<file path="src/rtl/fifo_pkg.sv">
// Shared constants and width helpers for the parametrised FIFO family.
// Defaults match the original 8-bit x 16-entry buffering stage.
package fifo_pkg;

  localparam int FIFO_DATA_W_DEF = 8;
  localparam int FIFO_DEPTH_DEF  = 16;

  // Ceiling log2 computed at elaboration time; clog2(1) = 0.
  function automatic int clog2(input int value);
    int result;
    int v;
    result = 0;
    v      = value - 1;
    while (v > 0) begin
      result++;
      v = v >> 1;
    end
    return result;
  endfunction

  // Read/write pointer width: pointers wrap naturally at DEPTH.
  function automatic int ptr_w(input int depth);
    return clog2(depth);
  endfunction

  // Occupancy width: one extra bit so that DEPTH itself is representable.
  function automatic int cnt_w(input int depth);
    return clog2(depth) + 1;
  endfunction

endpackage : fifo_pkg

</file>
<file path="src/rtl/fifo_mem.sv">
// Storage array for sync_fifo_param: one synchronous write port and one
// asynchronous read address. Registering the read data is left to the
// parent so it can choose between registered and fall-through reads.
module fifo_mem
  import fifo_pkg::*;
#(
  parameter int  DATA_W = FIFO_DATA_W_DEF,
  parameter int  DEPTH  = FIFO_DEPTH_DEF,
  localparam int ADDR_W = ptr_w(DEPTH)
) (
  input  logic              clk,
  input  logic              wen,
  input  logic [ADDR_W-1:0] wr_addr,
  input  logic [DATA_W-1:0] wr_data,
  input  logic [ADDR_W-1:0] rd_addr,
  output logic [DATA_W-1:0] rd_data
);

  logic [DATA_W-1:0] mem [DEPTH];

  // Write port: store the accepted word at the write address.
  // NOTE: the array has no reset; contents only matter once the pointers say
  // a word is present, and a reset on every entry would turn RAM into flops.
  always_ff @(posedge clk) begin
    if (wen) begin
      mem[wr_addr] <= wr_data;
    end
  end

  assign rd_data = mem[rd_addr];

endmodule : fifo_mem

</file>
<file path="src/rtl/sync_fifo_param.sv">
// Parametrised single-clock FIFO with occupancy count, programmable
// almost-full/almost-empty thresholds, overflow/underflow pulses and a
// read-valid strobe.
// Build option: define FIFO_FWFT_EN for first-word-fall-through reads
// (rd_data shows the head word combinationally, rd_valid = ~empty);
// otherwise reads are registered with one cycle of latency.
module sync_fifo_param
  import fifo_pkg::*;
#(
  parameter int  DATA_W    = FIFO_DATA_W_DEF,
  parameter int  DEPTH     = FIFO_DEPTH_DEF,
  parameter int  AF_THRESH = DEPTH - 2,
  parameter int  AE_THRESH = 2,
  localparam int ADDR_W    = ptr_w(DEPTH),
  localparam int CNT_W     = cnt_w(DEPTH)
) (
  input  logic              clk,
  input  logic              rst,
  input  logic              wen,
  input  logic [DATA_W-1:0] wr_data,
  input  logic              ren,
  output logic [DATA_W-1:0] rd_data,
  output logic              rd_valid,
  output logic              full,
  output logic              empty,
  output logic              almost_full,
  output logic              almost_empty,
  output logic [CNT_W-1:0]  count,
  output logic              overflow,
  output logic              underflow
);

  localparam logic [ADDR_W-1:0] PTR_ONE  = ADDR_W'(1);
  localparam logic [CNT_W-1:0]  CNT_ONE  = CNT_W'(1);
  localparam logic [CNT_W-1:0]  CNT_FULL = CNT_W'(DEPTH);
  localparam logic [CNT_W-1:0]  AF_LVL   = CNT_W'(AF_THRESH);
  localparam logic [CNT_W-1:0]  AE_LVL   = CNT_W'(AE_THRESH);

  logic [ADDR_W-1:0] wr_ptr;
  logic [ADDR_W-1:0] rd_ptr;
  logic [CNT_W-1:0]  count_nxt;
  logic [DATA_W-1:0] mem_rd_data;
  logic              rd_acc;
  logic              wr_acc;

  // A read needs a stored word. A write needs room, or a same-cycle read
  // that frees a slot, so a full FIFO still streams at one word per cycle.
  // Reading an empty FIFO is rejected even when a write arrives together.
  assign rd_acc = ren & ~empty;
  assign wr_acc = wen & (~full | rd_acc);

  fifo_mem #(
    .DATA_W (DATA_W),
    .DEPTH  (DEPTH)
  ) u_mem (
    .clk     (clk),
    .wen     (wr_acc),
    .wr_addr (wr_ptr),
    .wr_data (wr_data),
    .rd_addr (rd_ptr),
    .rd_data (mem_rd_data)
  );

  // Next occupancy: simultaneous accepted read and write cancel out.
  // NOTE: combinational blocks assign every output a default first, so no
  // path through the case can leave a value held and infer a latch.
  always_comb begin
    count_nxt = count;
    unique case ({wr_acc, rd_acc})
      2'b10:   count_nxt = count + CNT_ONE;
      2'b01:   count_nxt = count - CNT_ONE;
      default: count_nxt = count;
    endcase
  end

  // Pointers and occupancy; rejected requests leave them untouched.
  // NOTE: state is updated with non-blocking assignments so every register
  // samples the pre-edge values, independent of statement order.
  always_ff @(posedge clk or negedge rst) begin
    if (!rst) begin
      wr_ptr <= '0;
      rd_ptr <= '0;
      count  <= '0;
    end else begin
      if (wr_acc) begin
        wr_ptr <= wr_ptr + PTR_ONE;
      end
      if (rd_acc) begin
        rd_ptr <= rd_ptr + PTR_ONE;
      end
      count <= count_nxt;
    end
  end

  // Status flags decoded from the next count so they move on the same edge
  // as count and drive outputs straight from flops.
  always_ff @(posedge clk or negedge rst) begin
    if (!rst) begin
      full         <= 1'b0;
      empty        <= 1'b1;
      almost_full  <= 1'b0;
      almost_empty <= 1'b1;
    end else begin
      full         <= (count_nxt == CNT_FULL);
      empty        <= (count_nxt == '0);
      almost_full  <= (count_nxt >= AF_LVL);
      almost_empty <= (count_nxt <= AE_LVL);
    end
  end

  // Rejection pulses: one cycle, reporting the previous cycle's requests.
  always_ff @(posedge clk or negedge rst) begin
    if (!rst) begin
      overflow  <= 1'b0;
      underflow <= 1'b0;
    end else begin
      overflow  <= wen & ~wr_acc;
      underflow <= ren & ~rd_acc;
    end
  end

`ifdef FIFO_FWFT_EN
  // Fall-through: the head word is always presented; ren pops it.
  assign rd_data  = mem_rd_data;
  assign rd_valid = ~empty;
`else
  // Registered read: data and strobe appear after the accepting edge, and
  // rd_data holds its last value while no read is accepted.
  always_ff @(posedge clk or negedge rst) begin
    if (!rst) begin
      rd_data  <= '0;
      rd_valid <= 1'b0;
    end else begin
      rd_valid <= rd_acc;
      if (rd_acc) begin
        rd_data <= mem_rd_data;
      end
    end
  end
`endif

endmodule : sync_fifo_param

</file>
<file path="config.mk">
export PLATFORM = sky130hd
export DESIGN_NAME = sync_fifo_param
export DESIGN_NICKNAME = d
export VERILOG_FILES = /design/src/rtl/fifo_pkg.sv /design/src/rtl/fifo_mem.sv /design/src/rtl/sync_fifo_param.sv
export SDC_FILE = /design/constraint.sdc
export NUM_CORES = 1
export LEC_CHECK = 0
export CELL_PAD_IN_SITES_DETAIL_PLACEMENT = 0
export CELL_PAD_IN_SITES_GLOBAL_PLACEMENT = 1
export CORE_MARGIN = 4
export CORE_UTILIZATION = 45
export CTS_BUF_LIST = sky130_fd_sc_hd__clkbuf_8
export CTS_CLUSTER_DIAMETER = 30
export DETAILED_ROUTE_END_ITERATION = 10
export PLACE_DENSITY_LB_ADDON = 0.1
export SYNTH_ARGS = -nofsm -noshare
export SYNTH_HDL_FRONTEND = slang
export SYNTH_SLANG_ARGS = --single-unit
</file>
<file path="constraint.sdc">
create_clock -name clk -period 2.9 [get_ports clk]
set_input_delay 0.29 -clock clk [delete_from_list [all_inputs] [get_ports clk]]
set_output_delay 0.29 -clock clk [all_outputs]
set_load 0.005 [all_outputs]
</file>
# Word level (Yosys, flattened, before mapping)
# Memories as Yosys holds them, arrays and structs flattened. A register that Yosys moved wholly into a read port is not among the register bits.
# Index checks and enable logic that the tools add are counted.
# word_totals
mem_bits_rw,128
memories,1
wordCells,34
reg_bits,20
in_bits,12
# op_classes
order_cmp,2
n_addsub,4
eq_ne,3
mux,3
bitwise_logic,9
reduce_logical,2
# memory_table
name,depth,width,rd,rd_clocked_by_memory_dff,wr,line,rtl
u_mem.mem,16,8,1,1,1,fifo_mem.sv:19,logic [DATA_W-1:0] mem [DEPTH];
# ops
operator,count
5-bit case mux with 2 select lines,1
4-bit by 1-bit adder with 4-bit output (second input constant),2
5-bit by 1-bit adder with 5-bit output (second input constant),1
5-bit equality test (second input constant),1
5-bit by 4-bit greater-or-equal comparator with 1-bit output (second input constant),1
5-bit by 2-bit less-or-equal comparator with 1-bit output (second input constant),1
5-bit zero test,1
5-bit by 1-bit subtractor with 5-bit output (second input constant),1
1-bit AND,4
1-bit NOT,4
2-bit by 1-bit equality test with 1-bit output (second input constant),1
2-bit equality test (second input constant),1
1-bit 2-to-1 mux,2
1-bit zero test,1
1-bit OR,1

# Longest topological paths before layout
# Gate-level depths: netlist of the first run.
# depth
word_depth,7
mapped_depth,12
depth_no_buf,11

# By module
# Synthesis of the first run repeated with hierarchy kept, for this count alone.
# unflattened
hier_cells,348
area_unflattened_um2,6328.6
# by_module_without_submodules
module,area_per_inst_um2,cells_per_inst,instances
fifo_mem,4987.3,221,1
sync_fifo_param,1341.3,127,1

# Least setup slack after synthesis of the first run
# Ideal clock, no wire load.
# synth_timing
kind,flip-flop to flip-flop
startpoint,reg empty
endpoint,reg almost_empty
required_ps,2795
slack_ps,108
path_stages_with_launch,13
path_buffers,1
arrival_time_ps,2687
path_cell_list,dfstp_2 > nand2b_1 > a21boi_1 > inv_1 > ha_1 > buf_2 > xor2_1 > ha_1 > a21oi_1 > mux2i_1 > xor2_1 > inv_1 > a2111oi_2
# synth_between
elab_chain_len,7
# synth_lines
element,line,rtl
"start, declared",sync_fifo_param.sv:25,"output logic empty,"
"start signal, assigned",sync_fifo_param.sv:105,empty <= (count_nxt == '0);
1-bit NOT (*),sync_fifo_param.sv:49,assign rd_acc = ren & ~empty;
1-bit AND (*),sync_fifo_param.sv:49,
1-bit OR,sync_fifo_param.sv:50,assign wr_acc = wen & (~full | rd_acc);
1-bit AND,sync_fifo_param.sv:50,
2-bit by 1-bit equality test with 1-bit output or 2-bit equality test (tied branches),sync_fifo_param.sv:69,"unique case ({wr_acc, rd_acc})"
5-bit case mux with 2 select lines (*),sync_fifo_param.sv:69,
named net count_nxt[2],sync_fifo_param.sv:41,logic [CNT_W-1:0] count_nxt;
5-bit by 2-bit less-or-equal comparator with 1-bit output (*),sync_fifo_param.sv:107,almost_empty <= (count_nxt <= AE_LVL);
"end signal, assigned",sync_fifo_param.sv:107,
"end, declared",sync_fifo_param.sv:27,"output logic almost_empty,"
# The timed path passes the listed nets; every way through them passes the cells marked *.
# A chain may end at the register's enable or synchronous reset.

# Worst setup path after layout of the first run
# Same ends and word-level chain as after synthesis.

==> results of run 1 <==
-- routing by layer --
metal,GRT usage,wire (um),vias up
li1,-,-,1536
met3,0.0364,299,16
met2,0.263,6130,45
met1,0.221,5860,1706
met5,0,0,-
met4,0.0580,199,0
-- where the power goes --
| group | internal (mW) | leakage, nW | switching, mW |
|---|---|---|---|
| Sequential | 2.80 | 1.48 | 0.316 |
| Combinational | 1.13 | 0.914 | 1.10 |
| Clock | 0.935 | 0.227 | 0.725 |
| Total | 4.86 | 2.62 | 2.14 |
-- logic make-up (layout without fill, tap and decap cells) --
family	Yosys count	after routing	share of synthesized area
simple gates	66	66	0.0523
mux	45	45	0.127
buf+inv	27	102	0.0270
xor+xnor	11	11	0.0151
fa+ha+maj	9	9	0.0176
flops	156	156	0.712
compound gates	46	46	0.0488
-- synth_stat cells (all sizes together) --
library cell / count / area, sq um
nand4: 2 / 12.5
o311ai: 2 / 17.5
nand3: 2 / 10.0
and3: 2 / 12.5
mux4: 24 / 586
buf: 16 / 128
ha: 9 / 113
mux2i: 7 / 70.1
inv: 8 / 30.0
o21ai: 9 / 45.0
o211ai: 1 / 7.51
nor4bb: 2 / 20.0
nor3: 8 / 40.0
a211oi: 6 / 50.1
o21a: 3 / 22.5
o22ai: 6 / 37.5
a21o: 2 / 15.0
a31o: 1 / 8.76
a41oi: 1 / 8.76
a2111oi: 1 / 15.0
edfxtp: 128 / 3840
nor3b: 2 / 15.0
nand2: 12 / 45.0
nor2b: 7 / 43.8
nand2b: 6 / 37.5
clkbuf: 3 / 15.0
or2: 1 / 6.26
a21boi: 1 / 7.51
o221ai: 2 / 17.5
dfrtp: 26 / 651
dfstp: 2 / 52.6
xnor2: 7 / 61.3
a21oi: 10 / 50.1
and4b: 1 / 10.0
nor2: 20 / 75.1
o22a: 1 / 8.76
and2: 1 / 6.26
xor2: 4 / 35.0
mux2: 14 / 158
-- flip-flops by register name (all words and copies together) (netlist names) --
name and cells:
wr_ptr 4, empty 1, rd_data 8, almost_full 1, count 5, full 1
underflow 1, almost_empty 1, rd_valid 1, rd_ptr 4, overflow 1, u_mem.mem 128
-- how the worst max path moves through the flow --
stage,cells past startpoint,endpoint,slack (ns)
4_1_cts,11,almost_empty$_DFF_PN1_,0.29
3_3_place_gp,12,almost_empty$_DFF_PN1_,0.12
2_1_floorplan,12,almost_empty$_DFF_PN1_,0.11
5_1_grt,11,almost_empty$_DFF_PN1_,0.09
6_report,10,almost_empty$_DFF_PN1_,0.32
3_5_place_dp,12,almost_empty$_DFF_PN1_,0.04
-- critical path, delay by kind of cell (launching register included) --
kind | cells | cell delay (ns)
xor gates and xnor gates | 1 | 0.17
AOI/OAI and AO/OA | 4 | 0.85
and+or+nand+nor | 1 | 0.12
buffers and inverters | 2 | 0.16
adders and majority gates | 2 | 0.63
DFF | 1 | 0.55
-- layout make-up --
type                    instances  area, sq um  area share
multi-input cells             177         1670       0.225
repair buffers                 62          543      0.0731
inverters                       8         30.0     0.00404
well taps                     180          225      0.0303
clock inverters                14          164      0.0221
flip-flops and latches        156         4550       0.612
clock buffers                  18          248      0.0334
==> run summary, run 1 <==
The first routing iteration left 201 violations. Gates resized during post-CTS repair numbered 0. STA puts the critical path data required time at 3.23 ns. The most numerous cell type found on the critical path is ha_1.

The final route contains 3303 vias. The overall die width is 127 um. Leaving out fill and tap cells, the most frequent cell in the layout is edfxtp_1. The number of top-level pins is 32. Setup repair after global routing left no endpoint under its margin. The routed wire length is 12500 um.

The analysis attributes to cell leakage a power of 2.62 nW. The area enclosed by the die boundary came out at 16200 sq um. The path class of the lowest-slack min-delay path is in -> async. The fraction of final layout cells sized beyond drive strength 1 came out at 0.205.

Entering global routing, the biggest net connects 29 pins. The site row count is 43. The end-of-flow core utilization is 0.535. The most critical setup path has its startpoint at empty$_DFF_PN1_.

The setup slack of the most critical reg-to-reg path is 0.32 ns. Summing internal, switching and leakage power gives 7.01 mW. The final max-slew violation count came out at 0. In this run the cell area of the synthesized design comes to 6390 sq um.

The synthesized flop and latch total is 156. The peak per-stage delay on the critical path is 0.55 ns. The buffer type at the clock tree root is clkbuf_8. The effective utilization at floorplan is 0.460. The final weighted congestion in routability-driven placement is 0.824. Setup violations remaining at the end of the flow were counted as 0. The net count after synthesis came out at 381. After synthesis, the netlist uses 49 different library cells.

The number of filler cells placed in the layout came out at 1154. The worst-skew pair later-pin latency came out at 0.44 ns. The top cell types in the final layout, fill and taps aside, are edfxtp_1 (128), clkdlybuf4s50_1 (31), buf_4 (31). The critical path in this run is classified as reg -> reg. The average vias per placed instance came out at 5.37. The number of placed instances, taps included, is 583.

The sink count of the clock tree is 156. The total power density per cell area came out at 943 nW/um^2. The normalized max-slew margin is 0.523. The number of global-route vias before repair came to 3419. The final-stage net count came out at 443. The total number of H-tree levels is 4. The endpoint arrival time on the critical path is 2.91 ns.

The core area came out at 13900 sq um. The critical path goes through nand2b_1, buf_4, inv_1, ha_1, ha_1, o211ai_1, a21o_1, a21oi_1, xor2_1, a2111oi_2. The first global-routing pass estimated 19500 um of wire. The worst setup path is launched from a flop. The number of nets still failing antenna checks after routing came out at 0.

The worst register-to-register path ends at almost_empty$_DFF_PN1_. The number of failing hold endpoints at the final stage is 0. The number of hold buffers added after cts is 0. The number of buffers inserted during clock tree synthesis is 17. TritonCTS built the clock tree. The sequential fraction of the synthesis area is 0.712. Measured in cells, the most critical reg-to-reg path has a length of 10. The final period utilization came out at 0.889. Averaged over all synthesized cells, the footprint is 17.7 sq um. In this run the post-CTS setup repair buffer count came out at 0. The total global routing overflow is 0. The count of buffers inserted at the top-level ports came out at 31. The final critical path time including I/O delays and setup came out at 2.58 ns.

The number of antenna diodes in the final layout is 0. The worst setup slack before clock tree synthesis is 0.0410 ns. The worst setup slack after layout is 0.323 ns. Along the worst path, the maximum fanout reaches 5. In the global route stage, overall resource usage came out at 0.163. The maximum buffer depth of the clock tree is 2.

The number of cells produced by synthesis came out at 360. The maximum operating frequency is 388 MHz. The run finished with clean final reports. The residual DRC count is 0. Adding up every negative setup slack in the final design gives 0 ns. The detailed placer's ending HPWL came out at 8300 um. In this run the vertical extent of the chip is 127 um. After detailed routing, the average wire length per cell comes to 20.3 um. The slowest stage cell on the critical path is dfstp_2. The number of antenna violations at the first check in global routing is 0.

Max-cap violations in this run came to 0. The synthesis-to-layout area growth is 16.3%. The clock transition at the register clock pins on the worst setup and hold paths after CTS came out at 0.08 ns. The post-route cell area came out at 7430 sq um. For the pin with the worst max-slew slack, the measured transition is 0.716 ns. The number of warnings issued by yosys is 0. The area after detailed placement is 7010 sq um. The final cell count without fillers came out at 615. The worst clock skew on the final layout is 0.00673 ns. STA classifies the critical path endpoint as a flop. The worst voltage drop across the vdd grid came out at 0.471 mV. The startpoint identified for the worst register-to-register timing path is empty$_DFF_PN1_. The total iterations of the first detailed-routing run came out at 5.

The final hold slack is 0.239 ns.
Power figures use the tool's default switching activity.
==> run 2, diff against run 1 <==
--- a/config.mk
+++ b/config.mk
@@ -11,7 +11,9 @@
 export CORE_UTILIZATION = 45
 export CTS_BUF_LIST = sky130_fd_sc_hd__clkbuf_8
 export CTS_CLUSTER_DIAMETER = 30
+export CTS_CLUSTER_SIZE = 40
 export DETAILED_ROUTE_END_ITERATION = 10
+export GPL_ROUTABILITY_DRIVEN = 0
 export PLACE_DENSITY_LB_ADDON = 0.1
 export SYNTH_ARGS = -nofsm -noshare
 export SYNTH_HDL_FRONTEND = slang
==> results of run 2 <==
Final layout, timing and power as in run 1 (identical DEF).
